==> src/rtl/gray_counter_param_pkg.sv <==
// Shared Gray/binary conversion helpers and the per-edge operation encoding
// used by the parametrised Gray counter.
package gray_counter_param_pkg;

    localparam int MAX_W = 32;

    typedef enum logic [2:0] {
        OP_HOLD,
        OP_CLEAR,
        OP_LOAD,
        OP_UP,
        OP_DOWN
    } cnt_op_e;

    function automatic logic [MAX_W-1:0] bin2gray_f(input logic [MAX_W-1:0] b);
        return b ^ (b >> 1);
    endfunction

    // Zero-extended input, so XOR-ing every right shift gives the prefix XOR from the MSB.
    function automatic logic [MAX_W-1:0] gray2bin_f(input logic [MAX_W-1:0] g);
        logic [MAX_W-1:0] b;
        b = g;
        for (int i = 1; i < MAX_W; i++) b = b ^ (g >> i);
        return b;
    endfunction

endpackage

==> src/rtl/gray_counter_param_if.sv <==
// Control and result bundle of the Gray counter; master drives controls,
// slave (the counter) drives the registered results.
interface gray_counter_param_if #(
    parameter int WIDTH = 3
);
    logic             Clear;
    logic             Load;
    logic [WIDTH-1:0] Load_val;
    logic             En;
    logic             Dir;
    logic [WIDTH-1:0] Output;
    logic [WIDTH-1:0] Bin;
    logic             Overflow;
    logic             Underflow;
    logic             Wrap;

    modport master (
        output Clear, Load, Load_val, En, Dir,
        input  Output, Bin, Overflow, Underflow, Wrap
    );

    modport slave (
        input  Clear, Load, Load_val, En, Dir,
        output Output, Bin, Overflow, Underflow, Wrap
    );
endinterface

==> src/rtl/gray_counter_param_gray2bin.sv <==
// Combinational Gray-to-binary converter: each binary bit is the XOR of all
// Gray bits at and above it.
module gray_counter_param_gray2bin #(
    parameter int WIDTH = 3
) (
    input  logic [WIDTH-1:0] gray,
    output logic [WIDTH-1:0] bin
);

    assign bin[WIDTH-1] = gray[WIDTH-1];

    for (genvar i = WIDTH - 2; i >= 0; i--) begin : g_pfx
        assign bin[i] = bin[i+1] ^ gray[i];
    end

endmodule

==> src/rtl/gray_counter_param.sv <==
// Parametrised up/down Gray counter with load, clear, wrap/saturate ends and
// sticky over/underflow flags; all outputs come straight from flops.
module gray_counter_param
    import gray_counter_param_pkg::*;
#(
    parameter int               WIDTH     = 3,
    parameter int               SATURATE  = 0,
    parameter logic [WIDTH-1:0] INIT_GRAY = '0
) (
    input  logic                 Clk,
    input  logic                 Reset,
    gray_counter_param_if.slave  bus
);

    localparam logic [WIDTH-1:0] INIT_BIN = WIDTH'(gray2bin_f(MAX_W'(INIT_GRAY)));

    cnt_op_e          op;
    logic [WIDTH-1:0] load_bin;
    logic             at_top, at_zero;

    logic [WIDTH-1:0] b_d, b_q;
    logic [WIDTH-1:0] gray_d, gray_q;
    logic             ovf_d, ovf_q;
    logic             unf_d, unf_q;
    logic             wrap_d, wrap_q;

    gray_counter_param_gray2bin #(.WIDTH(WIDTH)) u_load_g2b (
        .gray (bus.Load_val),
        .bin  (load_bin)
    );

    assign at_top  = &b_q;
    assign at_zero = ~|b_q;

    always_comb begin
        op = OP_HOLD;
        if (bus.Clear)     op = OP_CLEAR;
        else if (bus.Load) op = OP_LOAD;
        else if (bus.En)   op = bus.Dir ? OP_UP : OP_DOWN;
    end

    always_comb begin
        b_d    = b_q;
        ovf_d  = ovf_q;
        unf_d  = unf_q;
        wrap_d = 1'b0;
        case (op)
            OP_CLEAR: begin
                b_d   = INIT_BIN;
                ovf_d = 1'b0;
                unf_d = 1'b0;
            end
            OP_LOAD: b_d = load_bin;
            OP_UP: begin
                // Modular add already wraps all-ones to zero; saturation just holds.
                b_d = (SATURATE != 0 && at_top) ? b_q : b_q + WIDTH'(1);
                if (at_top) begin
                    ovf_d  = 1'b1;
                    wrap_d = 1'b1;
                end
            end
            OP_DOWN: begin
                b_d = (SATURATE != 0 && at_zero) ? b_q : b_q - WIDTH'(1);
                if (at_zero) begin
                    unf_d  = 1'b1;
                    wrap_d = 1'b1;
                end
            end
            default: ;
        endcase
        gray_d = WIDTH'(bin2gray_f(MAX_W'(b_d)));
    end

    always_ff @(posedge Clk or negedge Reset) begin
        if (!Reset) begin
            b_q    <= INIT_BIN;
            gray_q <= INIT_GRAY;
            ovf_q  <= 1'b0;
            unf_q  <= 1'b0;
            wrap_q <= 1'b0;
        end else begin
            b_q    <= b_d;
            gray_q <= gray_d;
            ovf_q  <= ovf_d;
            unf_q  <= unf_d;
            wrap_q <= wrap_d;
        end
    end

    assign bus.Output    = gray_q;
    assign bus.Bin       = b_q;
    assign bus.Overflow  = ovf_q;
    assign bus.Underflow = unf_q;
    assign bus.Wrap      = wrap_q;

endmodule

==> src/flat_wrapper.sv <==
// flat-port wrapper written by rule: the top's interface ports become plain ports
module gray_counter_param_flat import gray_counter_param_pkg::*;
#(
    parameter int               WIDTH     = 3,
    parameter int               SATURATE  = 0,
    parameter logic [WIDTH-1:0] INIT_GRAY = '0
)
  (Clk, Reset, bus_Clear, bus_Load, bus_Load_val, bus_En, bus_Dir, bus_Output, bus_Bin, bus_Overflow, bus_Underflow, bus_Wrap);
  gray_counter_param_if #(.WIDTH(WIDTH)) bus_i ();
  input  logic Clk;
  input  logic Reset;
  input wire logic [$bits(bus_i.Clear)-1:0] bus_Clear;
  input wire logic [$bits(bus_i.Load)-1:0] bus_Load;
  input wire logic [$bits(bus_i.Load_val)-1:0] bus_Load_val;
  input wire logic [$bits(bus_i.En)-1:0] bus_En;
  input wire logic [$bits(bus_i.Dir)-1:0] bus_Dir;
  output wire logic [$bits(bus_i.Output)-1:0] bus_Output;
  output wire logic [$bits(bus_i.Bin)-1:0] bus_Bin;
  output wire logic [$bits(bus_i.Overflow)-1:0] bus_Overflow;
  output wire logic [$bits(bus_i.Underflow)-1:0] bus_Underflow;
  output wire logic [$bits(bus_i.Wrap)-1:0] bus_Wrap;
  assign bus_i.Clear = bus_Clear;
  assign bus_i.Load = bus_Load;
  assign bus_i.Load_val = bus_Load_val;
  assign bus_i.En = bus_En;
  assign bus_i.Dir = bus_Dir;
  assign bus_Output = bus_i.Output;
  assign bus_Bin = bus_i.Bin;
  assign bus_Overflow = bus_i.Overflow;
  assign bus_Underflow = bus_i.Underflow;
  assign bus_Wrap = bus_i.Wrap;
  gray_counter_param #(.WIDTH(WIDTH), .SATURATE(SATURATE), .INIT_GRAY(INIT_GRAY)) u_core (.Clk(Clk), .Reset(Reset), .bus(bus_i));
endmodule
==> config.mk <==
export PLATFORM = sky130hd
export DESIGN_NAME = gray_counter_param_flat
export DESIGN_NICKNAME = d
export VERILOG_FILES = /design/src/rtl/gray_counter_param_pkg.sv /design/src/rtl/gray_counter_param_if.sv /design/src/rtl/gray_counter_param_gray2bin.sv /design/src/rtl/gray_counter_param.sv /design/src/flat_wrapper.sv
export SDC_FILE = /design/constraint.sdc
export NUM_CORES = 1
export LEC_CHECK = 0
export BUFFER_PORTS_ARGS = -buffer_cell sky130_fd_sc_hd__buf_2
export CELL_PAD_IN_SITES_DETAIL_PLACEMENT = 2
export CELL_PAD_IN_SITES_GLOBAL_PLACEMENT = 2
export CORE_UTILIZATION = 28
export DETAILED_ROUTE_END_ITERATION = 8
export PLACE_DENSITY = 0.83
export SKIP_CTS_REPAIR_TIMING = 1
export SLEW_MARGIN = 20
export SYNTH_ARGS = -nofsm -noshare
export SYNTH_HDL_FRONTEND = slang
export SYNTH_SLANG_ARGS = --single-unit
==> constraint.sdc <==
create_clock -name Clk -period 2.4 [get_ports Clk]
set_input_delay 0.24 -clock Clk [delete_from_list [all_inputs] [get_ports Clk]]
set_output_delay 0.24 -clock Clk [all_outputs]
set_load 0.05 [all_outputs]
# After elaboration in Yosys (flattened, before gate mapping)
# Index checks and enable logic that the tools add are counted.
[word_totals] input_bits=9 output_inout_bits=9 word_cells=34 reg_bits=9
[op_classes] n_addsub=2 reduce_logical=6 bitwise_logic=3 n_mux=12 n_eq_ne=6
[op_table] op="$mux 3" count=4
[op_table] op="$pmux 3 s4" count=1
[op_table] op="$eq 3x2->1 const B" count=2
[op_table] op="$pmux 1 s2" count=3
[op_table] op="$mux 1" count=4
[op_table] op="$reduce_and 2->1" count=2
[op_table] op="$reduce_bool 2->1" count=2
[op_table] op="$add 3x1->3 const B" count=1
[op_table] op="$eq 3x1->1 const B" count=1
[op_table] op="$eq 3x3->1 const B" count=1
[op_table] op="$reduce_and 3->1" count=1
[op_table] op="$reduce_or 3->1" count=1
[op_table] op="$sub 3x1->3 const B" count=1
[op_table] op="$xor 3x2->3" count=1
[op_table] op="$ne 2x1->1 const B" count=1
[op_table] op="$ne 2x2->1 const B" count=1
[op_table] op="$xor 1x1->1" count=2

# Depth between registers and ports, before layout
# Gate-level depths: netlist of the first run.
[logic_depth] ltp_word=7 depth_mapped=9 ltp_nobuf=8

# By module
# A second synthesis of the first run with hierarchy kept.
[hier_totals] cells_unflattened=47 area_unflattened_um2=485.5
[by_module_without_submodules] mod="gray_counter_param" cells_each=44 seq_area_each_um2=200.2 n_inst=1 area_per_inst_um2=445.4
[by_module_without_submodules] mod="gray_counter_param_gray2bin" cells_each=3 seq_area_each_um2=0.0 n_inst=1 area_per_inst_um2=40.0

# Worst setup path before layout of the first run
# OpenSTA, ideal clock, no wires.
[synth_timing] kind="input to register" from="input port bus_En" to="register u_core.gray_q[1] (netlist: u_core.bus.Output[1])" setup_ps=125 cell_stages=8 path_buffers=1 path_slack_ps=204 t_arrival_ps=2070 required_ps=2275 cell_sequence="buf_4 -> nor3b_2 -> nor2b_1 -> xor2_1 -> ha_1 -> a211o_1 -> a311oi_2 -> mux2_4"
[synth_via] elab_chain_len=6 elab_cells_between_ends=9 cone_classes="eq/ne (4); mux (4); bitwise (1)"
[synth_rtl] item="from (decl)" line="flat_wrapper.sv:15" rtl="input wire logic [$bits(bus_i.En)-1:0] bus_En;"
[synth_rtl] item="$mux 3 *" line="gray_counter_param.sv:39" rtl="else if (bus.En) op = bus.Dir ? OP_UP : OP_DOWN;"
[synth_rtl] item="$mux 3 *" line="gray_counter_param.sv:38" rtl="else if (bus.Load) op = OP_LOAD;"
[synth_rtl] item="$mux 3 *" line="gray_counter_param.sv:37" rtl="if (bus.Clear) op = OP_CLEAR;"
[synth_rtl] item="$eq 3x3->1, or another cell as far along" line="gray_counter_param.sv:47" rtl="case (op)"
[synth_rtl] item="$pmux 3 s4 *" line="gray_counter_param.sv:47"
[synth_rtl] item="$xor 3x2->3 *" line="gray_counter_param_pkg.sv:16" rtl="return b ^ (b >> 1);"
[synth_rtl] item="net u_core.gray_d[1]" line="gray_counter_param.sv:22" rtl="logic [WIDTH-1:0] gray_d, gray_q;"
[synth_rtl] item="to (signal assigned)" line="gray_counter_param.sv:83" rtl="gray_q <= gray_d;"
[synth_rtl] item="to (decl)" line="gray_counter_param.sv:22"
# Mark *: on every way through the listed nets, which the timed path passes. The rest lies on a longest branch.
# A chain may end at the register's enable or synchronous reset.

# Worst setup path in the final report of the first run
[layout_timing] from="input port bus_Clear" to="register u_core.gray_q[1] (netlist: u_core.bus.Output[1])"
[layout_via] elab_chain_len=4 elab_cells_between_ends=7 cone_classes="eq/ne (4); mux (2); bitwise (1)"
[layout_rtl] item="from (decl)" line="flat_wrapper.sv:12" rtl="input wire logic [$bits(bus_i.Clear)-1:0] bus_Clear;"
[layout_rtl] item="$mux 3 *" line="gray_counter_param.sv:37"
[layout_rtl] item="$eq 3x3->1, or another cell as far along" line="gray_counter_param.sv:47"
[layout_rtl] item="$pmux 3 s4 *" line="gray_counter_param.sv:47"
[layout_rtl] item="$xor 3x2->3 *" line="gray_counter_param_pkg.sv:16"
[layout_rtl] item="net u_core.gray_d[1]" line="gray_counter_param.sv:22"
# Marked as above.

==> results of run 1 <==
cell usage in the layout (no fill, tap or decap), types with 2 or more instances in the layout:
| cell type | Yosys | layout |
|---|---|---|
| a21oi_1 | 4 | 4 |
| buf_2 | 0 | 17 |
| buf_4 | 2 | 5 |
| clkbuf_4 | 0 | 3 |
| dfrtp_1 | 8 | 8 |
| mux2i_1 | 2 | 2 |
| nor2_1 | 6 | 6 |
| nor2b_1 | 4 | 4 |
| xnor2_1 | 3 | 3 |
layer usage:
metal	share of wire	vias up	wire [um]
met5	0	-	0
met4	0	0	0
met3	0.047	0	67
met2	0.56	14	794
met1	0.40	226	563
li1	-	211	-
final cells by class:
type | instances | area [sq um]
flip-flops and latches | 8 | 200
repair buffers | 23 | 133
inverters | 1 | 3.75
well taps | 16 | 20.0
fillers | 180 | 917
multi-input cells | 34 | 280
clock buffers | 3 | 22.5
stage by stage:
stage / setup slack, ps / std cells / hold slack [ps] / total power [W]
2_1_floorplan: 204 / 45 / -55.6 / 0.000257
4_1_cts: 358 / 84 / -184 / 0.000408
3_3_place_gp: 251 / 81 / 88.4 / 0.000297
5_1_grt: 282 / 85 / 278 / 0.000423
6_report: 397 / 85 / 261 / 0.000406
3_5_place_dp: 97.2 / 81 / 90.7 / 0.000303
worst max path at each step:
stage	startpoint	endpoint	slack, ps	cells past startpoint
floorplan	bus_En	u_core.bus.Output[1]	200	8
global placement	bus_Clear	u_core.bus.Output[1]	250	8
detailed placement	bus_Clear	u_core.bus.Output[1]	100	8
CTS	bus_Clear	u_core.bus.Output[1]	360	8
global route	bus_Clear	u_core.bus.Output[1]	280	8
finish	bus_Clear	u_core.bus.Output[1]	400	8
sequential cells by signal, indices dropped and copies added (netlist names):
name / flops
u_core.bus.Overflow: 1
u_core.bus.Underflow: 1
u_core.bus.Output: 2
u_core.bus.Wrap: 1
u_core.bus.Bin: 3
power by group:
| group | total, W | internal, W | switching, W | leakage [nW] |
|---|---|---|---|---|
| combinational | 0.000146 | 0.0000512 | 0.0000948 | 0.213 |
| clock | 0.000105 | 0.0000574 | 0.0000479 | 0.0138 |
| sequential | 0.000155 | 0.000146 | 0.00000850 | 0.106 |
| total | 0.000406 | 0.000255 | 0.000151 | 0.333 |
cell families (layout without fill, tap and decap cells):
group / after synthesis / after routing / synth area share
AOI/OAI and AO/OA: 9 / 9 / 0.170
xor gates and xnor gates: 4 / 4 / 0.0702
adders and majority gates: 1 / 1 / 0.0251
buffers and inverters: 3 / 27 / 0.0376
DFF: 8 / 8 / 0.401
muxes: 4 / 4 / 0.0927
and+or+nand+nor: 16 / 16 / 0.203
==> qor.json, run 1 <==
{
  "clockRootBuffer": {"value": "clkbuf_4"},
  "layout.nets": {"value": 81},
  "rr_startpoint": {"value": "u_core.bus.Bin[1]"},
  "fin_area": {"value": 659, "unit": "sq um"},
  "grt_start_max_net_pins": {"value": 9},
  "setup_repair_after_global_routing_missed_its_margin": {"value": "false"},
  "clock_insertion_delay_worst_skew": {"value": 250, "unit": "ps"},
  "boundaryPins": {"value": 18},
  "cts.htree.levels": {"value": 1},
  "grt_pass1_vias": {"value": 456},
  "synth_top_cell_area_share": {"value": 0.401},
  "p_leak": {"value": 0.333, "unit": "nW"},
  "grt_most_used_layer": {"value": "met2"},
  "leading_post_synthesis_cells_by_cell_area": {"value": "dfrtp_1 (40%), a2111oi_4 (5.5%), xnor2_1 (5.3%)"},
  "use_met2": {"value": 0.303},
  "hold_path_startpoint": {"value": "bus_Clear"},
  "synthMostInstantiatedCell": {"value": "dfrtp_1"},
  "cellPowerDensity": {"value": 616, "unit": "mW/mm^2"},
  "wire_length_per_cell": {"value": 16.8, "unit": "um"},
  "fmax": {"value": 499, "unit": "MHz"},
  "grt_util_all_layers": {"value": 0.167},
  "finalClockSkew": {"value": 0.891, "unit": "ps"},
  "dr_vias_cell": {"value": 5.31},
  "min_period_over_period": {"value": 0.835},
  "hold_class": {"value": "in2reg"},
  "met1_global_route_usage": {"value": 0.184},
  "syn2layout_area_growth": {"value": 32.1, "unit": "%"},
  "timing.final.crit_period": {"value": 2000, "unit": "ps"},
  "syn_area": {"value": 499, "unit": "sq um"},
  "timing.reg2reg.worst_path_depth": {"value": 5},
  "fp.dieH": {"value": 44.2, "unit": "um"},
  "fraction_of_registers_with_async_set_reset": {"value": 1.00},
  "clock_tree_from_tritoncts": {"value": "yes"},
  "place_congestion": {"value": 0.722},
  "synth_edf_count": {"value": 0},
  "worstHoldEndpoint": {"value": "u_core.bus.Overflow"},
  "final_core_util": {"value": 0.418},
  "placement.io_buffers": {"value": 17},
  "final-hold-violation-count": {"value": 0},
  "cp.arrival": {"value": 2140, "unit": "ps"},
  "max_slew.worst_pin.slew": {"value": 421, "unit": "ps"},
  "timing.critical_path.fanout_max": {"value": 7},
  "synth_cell_types": {"value": 23},
  "drive_gt1_frac": {"value": 0.449},
  "path_delay_family": {"value": "compound AO/OA/AOI/OAI gates"},
  "initial_core_util": {"value": 0.317},
  "worstPathRequired": {"value": 2540, "unit": "ps"},
  "numCtsBuffers": {"value": 3},
  "fp.dieArea": {"value": 0.00196, "unit": "sq mm"},
  "dpl_cell_area": {"value": 627, "unit": "sq um"},
  "clock_sinks": {"value": 8},
  "maxCapViolCount": {"value": 0},
  "drtPass1Iterations": {"value": 6},
  "vdd_drop_max": {"value": 273, "unit": "uV"},
  "timing.critical_path.slowest_cell_delay": {"value": 360, "unit": "ps"},
  "global_route.usage.met3": {"value": 0.0612},
  "synthTopCellsByCount": {"value": "dfrtp_1 (8), nor2_1 (6), a21oi_1 (4), nor2b_1 (4), xnor2_1 (3)"},
  "crit_path_launch_type": {"value": "input port"},
  "outcome": {"value": "finished with violations"},
  "maxSlewViolCount": {"value": 0},
  "final_antenna_net_count": {"value": 0},
  "wl": {"value": 1430, "unit": "um"},
  "antennaDiodeCount": {"value": 0},
  "totalNegativeSetupSlack": {"value": 0, "unit": "ps"},
  "slowest_stage": {"value": "a311oi_2"},
  "initialDrtViolationCount": {"value": 5},
  "hold_path_depth": {"value": 2},
  "global_route.overflow_total": {"value": 0},
  "path_buf_inv": {"value": 1},
  "yosys.area.top_type": {"value": "dfrtp_1"},
  "ys_seq_elements": {"value": 8},
  "rows": {"value": 14},
  "antenna_violations_before_repair": {"value": 0},
  "drt_drc_violations_left": {"value": 4},
  "grt_pass1_wl": {"value": 2210, "unit": "um"},
  "vias": {"value": 451},
  "clockBufferDepth": {"value": 2},
  "floorplan.core_area": {"value": 0.00158, "unit": "sq mm"},
  "chipWidth": {"value": 44.2, "unit": "um"},
  "synth.yosys.warnings": {"value": 0},
  "violations": {"value": "design-rule violations"},
  "setup.worst_path.end_class": {"value": "register"},
  "final_hpwl_from_detailed_placement": {"value": 1120, "unit": "um"},
  "clkTransAtPathRegs": {"value": 60, "unit": "ps"},
  "yosys_most_used_dff": {"value": "dfrtp_1"},
  "synthesis.area_per_instance": {"value": 11.1, "unit": "sq um"},
  "crit-reg2reg-capture": {"value": "u_core.bus.Output[1]"},
  "slew_hr": {"value": 0.717},
  "regToRegSetupSlack": {"value": 500, "unit": "ps"},
  "seq_area_frac_synth": {"value": 0.401},
  "path_cells": {"value": "buf_2 > nor3b_2 > nor2b_1 > xor2_1 > ha_1 > a211o_1 > a311oi_2 > mux2_4"},
  "syn_inst": {"value": 45},
  "worst-setup-path-type": {"value": "in2reg"},
  "synth.net_count": {"value": 55},
  "timing.final.setup_violations": {"value": 0}
}
No activity file was read; power rests on OpenSTA's default activity.
==> run 2, diff against run 1 <==
--- a/config.mk
+++ b/config.mk
@@ -8,9 +8,9 @@
 export BUFFER_PORTS_ARGS = -buffer_cell sky130_fd_sc_hd__buf_2
 export CELL_PAD_IN_SITES_DETAIL_PLACEMENT = 2
 export CELL_PAD_IN_SITES_GLOBAL_PLACEMENT = 2
-export CORE_UTILIZATION = 28
+export CORE_UTILIZATION = 25
 export DETAILED_ROUTE_END_ITERATION = 8
-export PLACE_DENSITY = 0.83
+export PLACE_DENSITY = 0.79
 export SKIP_CTS_REPAIR_TIMING = 1
 export SLEW_MARGIN = 20
 export SYNTH_ARGS = -nofsm -noshare
==> constraint.sdc (replaced) <==
create_clock -name Clk -period 1.6 [get_ports Clk]
set_input_delay 0.16 -clock Clk [delete_from_list [all_inputs] [get_ports Clk]]
set_output_delay 0.16 -clock Clk [all_outputs]
set_load 0.05 [all_outputs]
==> run 2 against run 1 <==
Effect of this change:
- the flow finishes with violations (negative setup slack)
- hold slack gained 1.8 ps
- final cell count grew 18%
- sequential share of layout area is 3.5 points lower
- register-to-register slack got worse by 710 ps
- total power up 61%
- sequential power grew 48%
- clock power increased by 64%
- worst setup slack worse by 600 ps
==> qor.json, run 2 (synthesized netlist as in run 1, its figures left out) <==
{
  "boundaryPins": {"value": 18, "change": "unchanged"},
  "antenna_violations_before_repair": {"value": 0, "change": "unchanged"},
  "hold_slack": {"value": 263, "unit": "ps", "change": "was 261 ps"},
  "setup_ws": {"value": -207, "unit": "ps", "change": "was 397 ps"},
  "final_common_cell": {"value": "buf_2", "change": "unchanged"},
  "worst-setup-path-type": {"value": "reg2reg", "change": "was in2reg"},
  "vias": {"value": 460, "change": "was 451"},
  "crit_path_launch_type": {"value": "register", "change": "was input port"},
  "fin_cells": {"value": 100, "change": "was 85"},
  "timing.final.setup_violations": {"value": 2, "change": "was 0"},
  "timing.critical_path.fanout_max": {"value": 4, "change": "was 7"},
  "min_period_over_period": {"value": 1.13},
  "use_met2": {"value": 0.247, "change": "was 0.303"},
  "fmax": {"value": 553, "unit": "MHz"},
  "layout.nets": {"value": 86, "change": "was 81"},
  "drt_drc_violations_left": {"value": 0, "change": "was 4"},
  "place_congestion": {"value": 0.800, "change": "was 0.722"},
  "drtPass1Iterations": {"value": 3, "change": "was 6"},
  "chipWidth": {"value": 46.7, "unit": "um", "change": "was 44.2 um"},
  "setup.worst_path.end_class": {"value": "register", "change": "unchanged"},
  "initialDrtViolationCount": {"value": 6, "change": "was 5"},
  "clock_insertion_delay_worst_skew": {"value": 260, "unit": "ps", "change": "was 250 ps"},
  "grt_util_all_layers": {"value": 0.149, "change": "was 0.167"},
  "initial_core_util": {"value": 0.277, "change": "was 0.317"},
  "p_leak": {"value": 0.363, "unit": "nW", "change": "was 0.333 nW"},
  "clockRootBuffer": {"value": "clkbuf_4", "change": "unchanged"},
  "slew_hr": {"value": 0.727, "change": "was 0.717"},
  "dr_vias_cell": {"value": 4.60, "change": "was 5.31"},
  "clock_sinks": {"value": 8, "change": "unchanged"},
  "rows": {"value": 15, "change": "was 14"},
  "syn2layout_area_growth": {"value": 50.4, "unit": "%", "change": "was 32.1%"},
  "vdd_drop_max": {"value": 510, "unit": "uV", "change": "was 273 uV"},
  "outcome": {"value": "finished with violations", "change": "unchanged"},
  "cp.arrival": {"value": 1950, "unit": "ps", "change": "was 2140 ps"},
  "hold_class": {"value": "in2async", "change": "was in2reg"},
  "dpl.cell_count": {"value": 94, "change": "was 81"},
  "violations": {"value": "negative setup slack", "change": "was design-rule violations"},
  "cellPowerDensity": {"value": 869, "unit": "mW/mm^2", "change": "was 616 mW/mm^2"},
  "numCtsBuffers": {"value": 3, "change": "unchanged"},
  "global_route.overflow_total": {"value": 0, "change": "unchanged"},
  "grt_pass1_vias": {"value": 438, "change": "was 456"},
  "clockBufferDepth": {"value": 2, "change": "unchanged"},
  "maxCapViolCount": {"value": 0, "change": "unchanged"},
  "fin_area": {"value": 751, "unit": "sq um", "change": "was 659 sq um"},
  "setup_repair_after_global_routing_missed_its_margin": {"value": "true", "change": "was false"},
  "grt_start_max_net_pins": {"value": 9, "change": "unchanged"},
  "total_power": {"value": 0.000652, "unit": "W", "change": "was 0.000406 W"},
  "antennaDiodeCount": {"value": 0, "change": "unchanged"},
  "layout.area.seq": {"value": 201, "unit": "sq um", "change": "was 200 sq um"},
  "largest_register_ffs": {"value": 3, "change": "unchanged"},
  "layout.cells.most_common_list": {"value": "buf_2 (17), buf_4 (10), dfrtp_1 (7)", "change": "was buf_2 (17), dfrtp_1 (8), nor2_1 (6)"},
  "drive_gt1_frac": {"value": 0.560, "change": "was 0.449"},
  "cts.htree.levels": {"value": 1, "change": "unchanged"},
  "final.fill_count": {"value": 210, "change": "was 180"},
  "global_route.usage.met3": {"value": 0.0824, "change": "was 0.0612"},
  "fp.dieH": {"value": 46.7, "unit": "um", "change": "was 44.2 um"},
  "finalClockSkew": {"value": 6.82, "unit": "ps", "change": "was 0.891 ps"},
  "worstPathRequired": {"value": 1740, "unit": "ps", "change": "was 2540 ps"},
  "max_slew.worst_pin.slew": {"value": 406, "unit": "ps", "change": "was 421 ps"},
  "final-hold-violation-count": {"value": 0, "change": "unchanged"},
  "met1_global_route_usage": {"value": 0.166, "change": "was 0.184"},
  "clkTransAtPathRegs": {"value": 60, "unit": "ps", "change": "about the same"},
  "dpl_cell_area": {"value": 686, "unit": "sq um", "change": "was 627 sq um"},
  "grt_most_used_layer": {"value": "met2", "change": "unchanged"},
  "floorplan.core_area": {"value": 0.00180, "unit": "sq mm", "change": "was 0.00158 sq mm"},
  "placement.io_buffers": {"value": 17, "change": "unchanged"},
  "timing.final.crit_period": {"value": 1810, "unit": "ps"},
  "fp.dieArea": {"value": 0.00218, "unit": "sq mm", "change": "was 0.00196 sq mm"},
  "maxSlewViolCount": {"value": 0, "change": "unchanged"},
  "clock_tree_from_tritoncts": {"value": "yes", "change": "unchanged"},
  "multi_input_comb_area": {"value": 318, "unit": "sq um", "change": "was 280 sq um"},
  "wire_length_per_cell": {"value": 13.8, "unit": "um", "change": "was 16.8 um"},
  "wl": {"value": 1380, "unit": "um", "change": "was 1430 um"},
  "grt_pass1_wl": {"value": 2110, "unit": "um", "change": "was 2210 um"},
  "final_antenna_net_count": {"value": 0, "change": "unchanged"}
}
## run 2: changes by cell type in the layout (fill, tap and decap cells not counted), sizes merged
cell,delta
clkbuf,+1
buf,+5
## run 2: stage by stage
step | util | TNS [ps] | setup WS [ps]
2_1_floorplan | - | -721 | -357
3_3_place_gp | 0.381 | -699 | -314
3_5_place_dp | 0.381 | -1090 | -405
4_1_cts | 0.395 | -408 | -257
5_1_grt | 0.417 | -497 | -292
6_report | 0.417 | -253 | -207
## run 2: power by group
| group | switching [W] | total [W] | internal (W) |
|---|---|---|---|
| combinational | 0.000155 | 0.000251 | 0.0000968 |
| clock | 0.0000763 | 0.000172 | 0.0000959 |
| sequential | 0.00000885 | 0.000229 | 0.000220 |
## run 2: worst max-delay path, cell delays in order, from the launching register on
cell and delay [ps]:
dfrtp_2 420, xor2_2 150, ha_2 210, nand4b_1 110
a31oi_2 100, a311oi_2 350, mux2_4 340
## run 2: path summary, 6_finish.rpt
kind | startpoint | end | slack (ps) | cells past startpoint
setup / recovery | u_core.bus.Bin[1] | u_core.bus.Output[1] | -210 | 6
max in group asynchronous | Reset | u_core.bus.Bin[1] | 1160 | 2
hold / removal | Reset | u_core.bus.Bin[2] | 260 | 2
hold reg to reg | u_core.bus.Underflow | u_core.bus.Underflow | 500 | 2
min in group Clk | bus_Clear | u_core.bus.Bin[1] | 280 | 3
setup reg to reg | u_core.bus.Bin[1] | u_core.bus.Output[1] | -210 | 6
## run 2: metal layers
layer  share of wire  up-vias
met5               0        -
met4               0        0
met3           0.056        0
met2            0.53       11
met1            0.41      230
li1                -      219
## run 2: cell type report
class	instances	share of cell area
multi-input combinational	34	0.423
sequential	8	0.268
timing repair buffer	28	0.227
tap	25	0.0417
clock buffer	4	0.0350
inverter	1	0.00500
